<file path="config.mk">
export PLATFORM = sky130hd
export DESIGN_NAME = ifu_fetch_buffer
export DESIGN_NICKNAME = d
export VERILOG_FILES = /design/src/rtl/ifu_fetch_buffer.sv
export SDC_FILE = /design/constraint.sdc
export NUM_CORES = 1
export LEC_CHECK = 0
export CORE_MARGIN = 8
export CORE_UTILIZATION = 50
export CTS_CLUSTER_SIZE = 28
export DETAILED_ROUTE_END_ITERATION = 6
export GPL_TIMING_DRIVEN = 0
export PLACE_DENSITY = 0.78
export SETUP_SLACK_MARGIN = 0.02
export SYNTH_ARGS = -nofsm -noshare
export SYNTH_HDL_FRONTEND = slang
export SYNTH_SLANG_ARGS = --single-unit
</file>
<file path="constraint.sdc">
create_clock -name clk_i -period 8.67 [get_ports clk_i]
set_input_delay 2.1675 -clock clk_i [delete_from_list [all_inputs] [get_ports clk_i]]
set_output_delay 2.1675 -clock clk_i [all_outputs]
set_load 0.05 [all_outputs]
</file>
<file path="src/rtl/ifu_fetch_buffer.sv">
// Instruction fetch stage: owns the PC, reads a combinational instruction memory and queues {pc, word} for decode.
// Latency: a word fetched at edge N appears on inst_o/pc_o at N+1; sustained rate of one word per cycle.
// Backpressure: fetch stalls while the queue is full and decode holds ready_i low; the head entry holds stable until taken.
module ifu_fetch_buffer #(
    parameter int                ADDR_W   = 64,
    parameter int                DATA_W   = 32,
    parameter int                DEPTH    = 2,
    parameter logic [ADDR_W-1:0] RESET_PC = '0
) (
    input  logic              clk_i,
    input  logic              rst_i,

    // instruction memory read port (combinational return)
    output logic [ADDR_W-1:0] mem_addr_o,
    input  logic [DATA_W-1:0] mem_data_i,

    // decode side
    output logic [DATA_W-1:0] inst_o,
    output logic [ADDR_W-1:0] pc_o,
    output logic              valid_o,
    input  logic              ready_i,

    // control flow and halt
    input  logic              redirect_i,
    input  logic [ADDR_W-1:0] redirect_pc_i,
    input  logic              finish_i,
    output logic              halted_o,
    output logic              misalign_o,
    output logic [31:0]       fetch_cnt_o
);

    // Pointers rely on natural binary wrap, so DEPTH must be a power of two.
    localparam int               PTR_W   = (DEPTH > 1) ? $clog2(DEPTH) : 1;
    localparam int               CNT_W   = $clog2(DEPTH + 1);
    localparam logic [CNT_W-1:0] DEPTH_C = CNT_W'(DEPTH);

    // ------------------------------------------------------------------
    // State
    // ------------------------------------------------------------------
    logic [ADDR_W-1:0] pc_q,        pc_d;
    logic [PTR_W-1:0]  wr_ptr_q,    wr_ptr_d;
    logic [PTR_W-1:0]  rd_ptr_q,    rd_ptr_d;
    logic [CNT_W-1:0]  count_q,     count_d;
    logic              halted_q,    halted_d;
    logic              misalign_q,  misalign_d;
    logic [31:0]       fetch_cnt_q, fetch_cnt_d;

    // Entry storage: PC and instruction word kept side by side per slot.
    logic [ADDR_W-1:0] pc_buf_q   [DEPTH];
    logic [DATA_W-1:0] inst_buf_q [DEPTH];

    // ------------------------------------------------------------------
    // Handshake terms
    // ------------------------------------------------------------------
    logic empty;
    logic full;
    logic pop;
    logic push;

    assign empty = (count_q == '0);
    assign full  = (count_q == DEPTH_C);

    // A redirect flushes the queue, so the head is not consumed in that cycle.
    assign pop  = ~empty & ready_i & ~redirect_i;

    // A pop in the same cycle frees a slot, which keeps a full queue streaming.
    assign push = ~halted_q & ~finish_i & ~redirect_i & (~full | pop);

    // ------------------------------------------------------------------
    // Outputs
    // ------------------------------------------------------------------
    assign mem_addr_o  = pc_q;
    assign valid_o     = ~empty;
    assign inst_o      = inst_buf_q[rd_ptr_q];
    assign pc_o        = pc_buf_q[rd_ptr_q];
    assign halted_o    = halted_q;
    assign misalign_o  = misalign_q;
    assign fetch_cnt_o = fetch_cnt_q;

    // Next-state: redirect overrides everything except the sticky halt/misalign flags.
    always_comb begin
        pc_d        = pc_q;
        wr_ptr_d    = wr_ptr_q;
        rd_ptr_d    = rd_ptr_q;
        count_d     = count_q;
        halted_d    = halted_q | finish_i;
        misalign_d  = misalign_q;
        fetch_cnt_d = fetch_cnt_q;

        if (redirect_i) begin
            // Low address bits are dropped; a nonzero value is recorded as misaligned.
            pc_d     = {redirect_pc_i[ADDR_W-1:2], 2'b00};
            wr_ptr_d = '0;
            rd_ptr_d = '0;
            count_d  = '0;
            if (redirect_pc_i[1:0] != 2'b00) begin
                misalign_d = 1'b1;
            end
        end else begin
            if (push) begin
                pc_d        = pc_q + ADDR_W'(4);
                wr_ptr_d    = wr_ptr_q + PTR_W'(1);
                fetch_cnt_d = fetch_cnt_q + 32'd1;
            end
            if (pop) begin
                rd_ptr_d = rd_ptr_q + PTR_W'(1);
            end
            case ({push, pop})
                2'b10:   count_d = count_q + CNT_W'(1);
                2'b01:   count_d = count_q - CNT_W'(1);
                default: count_d = count_q;
            endcase
        end
    end

    // Control registers with synchronous reset.
    always_ff @(posedge clk_i) begin
        if (rst_i) begin
            pc_q        <= RESET_PC;
            wr_ptr_q    <= '0;
            rd_ptr_q    <= '0;
            count_q     <= '0;
            halted_q    <= 1'b0;
            misalign_q  <= 1'b0;
            fetch_cnt_q <= '0;
        end else begin
            pc_q        <= pc_d;
            wr_ptr_q    <= wr_ptr_d;
            rd_ptr_q    <= rd_ptr_d;
            count_q     <= count_d;
            halted_q    <= halted_d;
            misalign_q  <= misalign_d;
            fetch_cnt_q <= fetch_cnt_d;
        end
    end

    // Entry storage needs no reset; count gates every read of it.
    always_ff @(posedge clk_i) begin
        if (!rst_i && push) begin
            pc_buf_q[wr_ptr_q]   <= pc_q;
            inst_buf_q[wr_ptr_q] <= mem_data_i;
        end
    end

endmodule

</file>
==> results of run 1 <==
## flip-flops by register name (all words and copies together), names as in the netlist, named ones only
signal and flops:
misalign_o 1, wr_ptr_q 1, pc_buf_q 124, inst_buf_q 64, fetch_cnt_o 32, rd_ptr_q 1
count_q 2, halted_o 1, mem_addr_o 62
## per-layer routing
| layer | up-vias | global-route usage (%) | wire (µm) |
|---|---|---|---|
| met5 | - | 0 | 22 |
| met4 | 4 | 5.06 | 653 |
| met3 | 53 | 5.92 | 3130 |
| met2 | 391 | 39.4 | 17900 |
| met1 | 4681 | 28.8 | 14900 |
| li1 | 4520 | - | - |
## critical path: cells and delay by family (launching register included)
family | cells | cell delay (ps)
buf+inv | 3 | 1960
mux | 1 | 410
flops | 1 | 460
## final timing paths
check	to	slack (ps)	cells after the start
max	pc_o[36]	3130	4
min	misalign_o$_SDFFE_PP0P_	450	2
min reg2reg	misalign_o$_SDFFE_PP0P_	450	2
max reg2reg	pc_buf_q[0][4]$_DFFE_PP_	5460	6
## cell usage after synthesis (3+ instances only)
| library cell | n | area, µm² |
|---|---|---|
| o221a_2 | 4 | 45.0 |
| clkbuf_1 | 48 | 180 |
| o211ai_1 | 10 | 75.1 |
| or3_1 | 14 | 87.6 |
| nor2b_1 | 3 | 18.8 |
| a311oi_1 | 5 | 43.8 |
| and3_1 | 13 | 81.3 |
| or2_2 | 4 | 25.0 |
| nor4_1 | 30 | 188 |
| dfxtp_1 | 101 | 2020 |
| o31ai_1 | 3 | 22.5 |
| and2_1 | 13 | 81.3 |
| nand2_1 | 68 | 255 |
| a21oi_1 | 18 | 90.1 |
| a311o_1 | 3 | 30.0 |
| and4_1 | 20 | 175 |
| nand3_1 | 41 | 205 |
| a211oi_1 | 29 | 218 |
| buf_2 | 3 | 15.0 |
| nor2_1 | 96 | 360 |
| o22ai_1 | 4 | 25.0 |
| xnor2_1 | 36 | 315 |
| edfxtp_1 | 188 | 5650 |
| inv_1 | 18 | 67.6 |
| nor4b_1 | 3 | 26.3 |
| a21o_1 | 3 | 22.5 |
| buf_4 | 4 | 30.0 |
| a31oi_1 | 9 | 56.3 |
| mux2i_1 | 12 | 120 |
| nand4_1 | 34 | 213 |
| buf_1 | 7 | 26.3 |
| mux2_2 | 96 | 1080 |
| nor3_1 | 30 | 150 |
| o21ai_0 | 8 | 40.0 |
| xor2_1 | 25 | 219 |
## cell families after synthesis
| group | after synthesis | share of synthesized area, % |
|---|---|---|
| xor gates and xnor gates | 61 | 4.28 |
| muxes | 108 | 9.61 |
| and+or+nand+nor | 384 | 16.1 |
| adders and majority gates | 2 | 0.200 |
| AOI/OAI and AO/OA | 103 | 5.86 |
| other | 1 | 0.0300 |
| buffers and inverters | 80 | 2.55 |
| DFF | 289 | 61.4 |
## final cells by class
| class | count | area share (%) |
|---|---|---|
| inverter | 18 | 0.401 |
| sequential | 289 | 45.5 |
| multi-input combinational | 662 | 26.9 |
| clock inverter | 10 | 0.475 |
| buffer | 62 | 1.49 |
| timing repair buffer | 295 | 17.9 |
| tap | 330 | 2.45 |
| clock buffer | 42 | 4.86 |
| antenna | 1 | 0.0149 |
## power groups by stage
stage / Combinational [mW] / Clock (mW) / Sequential (mW)
finish: 0.366 / 1.19 / 1.56
global route: 0.384 / 1.26 / 1.56
CTS: 0.368 / 1.20 / 1.56
detailed placement: 0.366 / 0 / 1.59
global placement: 0.359 / 0 / 1.59
floorplan: 0.141 / 0 / 1.64
## per-stage QoR
step           setup TNS (ps)  setup WS, ps
2_1_floorplan               0          1040
3_3_place_gp          -236130         -2520
3_5_place_dp                0          2930
4_1_cts                     0          3080
5_1_grt                     0          2970
6_report                    0          3130
==> out/qor.csv, run 1 <==
metric,value,unit
status,"finished, final reports clean",
combPwrFrac,11.8,%
setup-violations-final,0,
port_buffers,291,
via_per_inst,5.65,
netSwitchingFraction,25.1,%
p_int,2.33,mW
drv_slew,0,
synth-edff-count,188,
max_freq,181,MHz
antenna_found_initial,3,
multi_input_area,4530,µm²
crit_fanout,10,
ff_latch_area,7670,µm²
numCtsBuffers,29,
layout_commonest_cell,clkdlybuf4s50_1,
cts_resized,0,
seq_area_frac_synth,61.4,%
synth_flop_cell,edfxtp_1,
ys_warn_count,0,
maxCapViolations,0,
switchingPower,0.782,mW
hold_viol_final,0,
critPathKind,reg2out,
die_width,174,µm
hold_class,reg2reg,
wire_per_inst,21.4,µm
crit_top_cell,clkbuf_1,
worstSetupEndpointType,primary output,
die_h,174,µm
min_period,5540,ps
clk-insertion-delay-late,540,ps
die_area,30300,µm²
syn_inst,1028,
holdCritStartpoint,misalign_o$_SDFFE_PP0P_,
grt_pass1_vias,9494,
nFillCells,1850,
cts_tree,built,
drt_iter0_drc,806,
finalCritPeriodShare,63.9,%
drive_above_1_share,12.0,%
grt_max_degree,56,
p_leak,5.48,nW
yosysUniqueCellTypes,54,
relSlewSlack,33.4,%
cp_cell_sequence,"clkbuf_1, clkbuf_1, mux2_2, clkdlybuf4s50_1",
cp-start-kind,register,
drtPass1Iterations,5,
regToRegStartpoint,halted_o$_SDFF_PP0_,
finalPower,3.11,mW
placed_cell_area,15900,µm²
final_cell_mix,"clkdlybuf4s50_1 (291), edfxtp_1 (188), dfxtp_1 (101)",
rsz0062_at_grt,false,
finClkSkew,24.6,ps
tightestPinTransition,991,ps
syn_area,12500,µm²
ys_seq_elements,289,
routed_wl,36600,µm
postLayoutCellArea,16800,µm²
ant_nets,0,
grt_pass1_wl,55500,µm
rows,58,
start_util,50.2,%
cts-root-buf,clkbuf_16,
holdWs,449,ps
clockBufferDepth,3,
fin_cells,1709,
slowest_delay,730,ps
critPathSlowestCell,clkdlybuf4s50_1,
core-area,24900,µm²
place_inst,1656,
cp.arrival,3370,ps
clkPwrFrac,38.2,%
synthToLayoutAreaGrowth,34.8,%
ir_drop,0.138,mV
seq_power_share,50.0,%
overflow,0,
grt_usage,23.0,%
h-tree-depth,1,
gp_congestion,0.875,
utilization,67.7,%
avgSynthCellArea,12.2,µm²
synth-async-reset-ratio,0,%
powerDensity,185,nW/µm²
hold_buffers,0,
drc_errors,0,
nets,1460,
cts_setup_buffers,0,
required,6500,ps
clock-sinks,289,
dr_total_vias,9649,
dp_hpwl,26800,µm
io_pins,296,
path_clk_slew,60,ps
Note: power is estimated with default switching activity, not from simulation.
==> run 2: changes to the inputs <==
Settings changed: CORE_UTILIZATION 50 to 45, PLACE_DENSITY 0.78 to 0.74.
Clock period 8.67 ns to 4.98 ns, I/O delays scaled along.
==> out/qor.csv, run 2 (synthesis gave the netlist of run 1 again) <==
metric,value,unit,change
place_inst,1704,,+2.9%
clkPwrFrac,41.2,%,+3.0 points
hold_viol_final,0,,unchanged
powerDensity,334,nW/µm²,+81%
utilization,61.9,%,-5.8 points
ant_nets,0,,unchanged
io_pins,296,,unchanged
layout_commonest_cell,clkdlybuf4s50_1,,
crit_top_cell,clkbuf_1,,
min_period,4510,ps,
setup-violations-final,0,,unchanged
nets,1462,,+0.14%
cp-start-kind,register,,
grt_pass1_wl,56100,µm,+1.0%
core-area,27600,µm²,+11%
status,"finished, final reports clean",,
slowest_delay,740,ps,about the same
largest-register,pc_buf_q,,
final_cell_mix,"clkdlybuf4s50_1 (291), edfxtp_1 (188), dfxtp_1 (101)",,
postLayoutCellArea,17000,µm²,+1.2%
via_per_inst,5.49,,-2.8%
wl_met3,3860,µm,+23%
gp_congestion,0.835,,-4.5%
fin_ws,474,ps,-2660 ps
drc_errors,0,,unchanged
hold_buffers,0,,unchanged
largest_reg_flops,124,,unchanged
cts_resized,0,,unchanged
dr_total_vias,9673,,+0.25%
clockBufferDepth,3,,unchanged
grt_pass1_vias,9667,,+1.8%
h-tree-depth,1,,unchanged
grt_usage,21.3,%,-1.7 points
dr_wl_met2,17600,µm,-1.6%
p_int,4.28,mW,+84%
wl_met1,14900,µm,-0.20%
cts_tree,built,,
critPathSlowestCell,clkdlybuf4s50_1,,
dp_hpwl,27000,µm,+0.78%
finClkSkew,15.6,ps,-9.03 ps
routed_wl,37100,µm,+1.3%
netSwitchingFraction,24.8,%,-0.34 points
cts-root-buf,clkbuf_16,,
die_h,183,µm,+4.9%
drv_slew,0,,unchanged
finalCritPeriodShare,90.5,%,
clock-sinks,289,,unchanged
clk-insertion-delay-late,550,ps,about the same
port_buffers,291,,unchanged
grt_max_degree,52,,-7.1%
crit_fanout,10,,unchanged
combPwrFrac,11.2,%,-0.6 points
finalPower,5.69,mW,+83%
max_freq,222,MHz,
rows,61,,+5.2%
cp_cell_sequence,"clkbuf_1, clkbuf_1, mux2_2, clkdlybuf4s50_1",,
hold_class,reg2reg,,
maxCapViolations,0,,unchanged
antenna_found_initial,1,,-2
wire_per_inst,21.1,µm,-1.8%
synthToLayoutAreaGrowth,36.4,%,
die_area,33400,µm²,+10%
cts_setup_buffers,0,,unchanged
holdWs,459,ps,+9.39 ps
path_clk_slew,60,ps,about the same
rsz0062_at_grt,false,,
overflow,0,,unchanged
cp.arrival,3260,ps,-110 ps
start_util,45.4,%,-4.8 points
worstSetupEndpointType,primary output,,
ir_drop,0.217,mV,+58%
drtPass1Iterations,5,,unchanged
relSlewSlack,38.5,%,+5.1 points
switchingPower,1.41,mW,+80%
pre_cts_slack,89.4,ps,-2840 ps
tightestPinTransition,915,ps,-75.8 ps
highest_layer,met4,,
fin_cells,1762,,+3.1%
required,3730,ps,-2770 ps
numCtsBuffers,31,,+6.9%
placed_cell_area,16000,µm²,+0.38%
critPathKind,reg2out,,
drt_iter0_drc,809,,+0.37%
seq_power_share,47.6,%,-2.4 points
final.setup.tns,0,ps,unchanged
die_width,183,µm,+4.9%
p_leak,5.54,nW,+1.1%
drive_above_1_share,12.4,%,+0.39 points
==> run 2: final cells by class <==
class                   instances  area, µm²
diodes                          1       2.50
flip-flops and latches        289       7670
multi-input cells             662       4530
well taps                     378        473
repair buffers                295       3010
fillers                      2221      10500
clock inverters                12        170
clock buffers                  45        868
plain buffers                  62        251
inverters                      18       67.6
==> run 2: power by group through the flow <==
stage,registers [mW],clock network (mW),logic [mW]
after floorplan,2.86,0,0.245
after global placement,2.76,0,0.628
after detailed placement,2.76,0,0.639
after CTS,2.71,2.38,0.642
after global routing,2.72,2.49,0.670
final,2.71,2.34,0.638
==> run 2: path summary, 6_finish.rpt <==
kind | start | endpoint | slack [ps] | depth (start not counted)
setup / recovery | register | pc_o[42] | 470 | 4
hold / removal | misalign_o$_SDFFE_PP0P_ | misalign_o$_SDFFE_PP0P_ | 460 | 2
setup reg to reg | halted_o$_SDFF_PP0_ | inst_buf_q[0][19]$_DFFE_PP_ | 1820 | 6
hold reg to reg | misalign_o$_SDFFE_PP0P_ | misalign_o$_SDFFE_PP0P_ | 460 | 2
==> run 2: critical path, delay by kind of cell, from the launching register on <==
kind | cells | cell delay, ps
buffers and inverters | 3 | 1920
DFF | 1 | 390
muxes | 1 | 400
==> run 2: per-layer routing <==
| metal | GRT usage, % | up-vias |
|---|---|---|
| met5 | 0 | - |
| met4 | 5.38 | 0 |
| met2 | 35.7 | 406 |
| li1 | - | 4524 |
| met3 | 7.06 | 58 |
| met1 | 26.0 | 4685 |
==> run 3: changes to the inputs <==
Settings changed: CTS_CLUSTER_DIAMETER from default to 40.
==> out/qor.csv, run 3 (synthesis gave the netlist of run 1 again) <==
metric,value,unit,change
fin_ws,495,ps,+21.8 ps
placed_cell_area,16000,µm²,unchanged
io_pins,296,,unchanged
nFillCells,2187,,-1.5%
critPathSlowestCell,clkdlybuf4s50_1,,
hold_path_end,misalign_o$_SDFFE_PP0P_,,
largest_reg_flops,124,,unchanged
multi_input_area,4530,µm²,unchanged
rows,61,,unchanged
crit_fanout,10,,unchanged
cts_setup_buffers,0,,unchanged
tightestPinTransition,928,ps,+12.8 ps
antenna_cells,0,,-1
ant_nets,0,,unchanged
gp_congestion,0.835,,unchanged
grt_pass1_wl,56200,µm,+0.20%
crit_top_cell,clkbuf_1,,
regToRegStartpoint,halted_o$_SDFF_PP0_,,
finClkSkew,13.8,ps,-1.81 ps
antenna_found_initial,0,,-1
grt_usage,21.4,%,+0.16 points
clockBufferDepth,3,,unchanged
drc_errors,0,,unchanged
final.setup.tns,0,ps,unchanged
maxCapViolations,0,,unchanged
drt_iter0_drc,768,,-5.1%
hold_buffers,0,,unchanged
cp-start-kind,register,,
cts_resized,0,,unchanged
hold_class,reg2reg,,
overflow,0,,unchanged
dr_total_vias,9768,,+0.98%
r2r-end,inst_buf_q[0][20]$_DFFE_PP_,,
via_per_inst,5.50,,+0.13%
postLayoutCellArea,17400,µm²,+1.9%
ir_drop,0.176,mV,-19%
drtPass1Iterations,6,,+1
synthToLayoutAreaGrowth,39.0,%,
routed_wl,37200,µm,+0.23%
hold_depth,2,,unchanged
worstSetupEndpointType,primary output,,
final_cell_mix,"clkdlybuf4s50_1 (291), edfxtp_1 (188), dfxtp_1 (101)",,
cp.arrival,3240,ps,-20 ps
layout_commonest_cell,clkdlybuf4s50_1,,
finalCritPeriodShare,90.1,%,-0.44 points
port_buffers,291,,unchanged
rsz0062_at_grt,false,,
relSlewSlack,37.6,%,-0.86 points
cts-root-buf,clkbuf_16,,
hold_viol_final,0,,unchanged
critPathTopFamily,buffers and inverters,,
dp_hpwl,27000,µm,unchanged
ff_latch_area,7670,µm²,unchanged
drive_above_1_share,13.9,%,+1.5 points
grt_max_degree,52,,unchanged
critPathKind,reg2out,,
cp.depth,4,,unchanged
holdCritStartpoint,misalign_o$_SDFFE_PP0P_,,
slowest_delay,740,ps,about the same
setup-violations-final,0,,unchanged
die_width,183,µm,unchanged
nets,1471,,+0.62%
path_clk_slew,60,ps,about the same
pre_cts_slack,89.4,ps,unchanged
min_period,4480,ps,-21.8 ps
cp_cell_sequence,"clkbuf_1, clkbuf_1, mux2_2, clkdlybuf4s50_1",,
p_leak,5.72,nW,+3.1%
powerDensity,357,nW/µm²,+6.8%
clk-insertion-delay-late,520,ps,-30 ps
ff2ff_path_depth,6,,unchanged
h-tree-depth,2,,+1
status,"finished, final reports clean",,
grt_pass1_vias,9754,,+0.90%
critPathBufInv,3,,unchanged
start_util,45.4,%,unchanged
cts_tree,built,,
die_h,183,µm,unchanged
numCtsBuffers,40,,+29%
reg2reg_slack,1820,ps,about the same
max_freq,223,MHz,+0.49%
drv_slew,0,,unchanged
wire_per_inst,20.9,µm,-0.61%
largest-register,pc_buf_q,,
finalPower,6.20,mW,+8.9%
die_area,33400,µm²,unchanged
core-area,27600,µm²,unchanged
clock-sinks,289,,unchanged
required,3730,ps,about the same
## run 3: changes by cell type in the layout (fill, tap and decap cells not counted), moves of 2 or more
cell and change:
clkinv_2 +3, inv_8 +3, inv_6 +2, clkinv_8 +3, clkbuf_16 +10, clkinv_4 +4
clkbuf_1 -6
## run 3: layout make-up
class	instances	area share, %
plain buffers	62	1.45
clock buffers	48	6.23
clock inverters	25	1.64
inverters	18	0.389
multi-input cells	662	26.1
flip-flops and latches	289	44.1
well taps	378	2.72
repair buffers	295	17.3
## run 3: routing by layer
metal  vias to the layer above  track usage [%]  share of wire, %
met4                         0             6.13               2.4
met2                       440             35.9                47
met1                      4688             25.8                39
met5                         -                0                 0
li1                       4557                -                 -
met3                        83             7.36                11
## run 3: worst max path at each step
stage	startpoint	to	slack, ps
after floorplan	redirect_i	inst_buf_q[1][0]$_DFFE_PP_	400
final	register	pc_o[42]	500
after global placement	redirect_i	pc_buf_q[1][22]$_DFFE_PP_	-1820
after CTS	register	pc_o[29]	380
after global routing	register	pc_o[29]	310
after detailed placement	redirect_i	inst_buf_q[0][16]$_DFFE_PP_	90
## run 3: worst reg2reg max path, delay by kind of cell (launching register included)
kind | cells | cell delay (ps)
AND/OR/NAND/NOR | 3 | 1620
buffers and inverters | 3 | 910
flip-flops | 1 | 320
## run 3: where the power goes
| part | switching (mW) | internal [mW] |
|---|---|---|
| registers | 0.0884 | 2.62 |
| clock network | 1.10 | 1.75 |
| logic | 0.391 | 0.248 |
| total | 1.58 | 4.62 |
## run 3: through the flow
step	instances	utilization (%)	hold WS [ps]
after CTS	1777	63.0	460
after floorplan	1031	-	472
after detailed placement	1704	58.1	446
after global placement	1700	57.7	438
after global routing	1777	63.0	493
final	1777	63.0	459
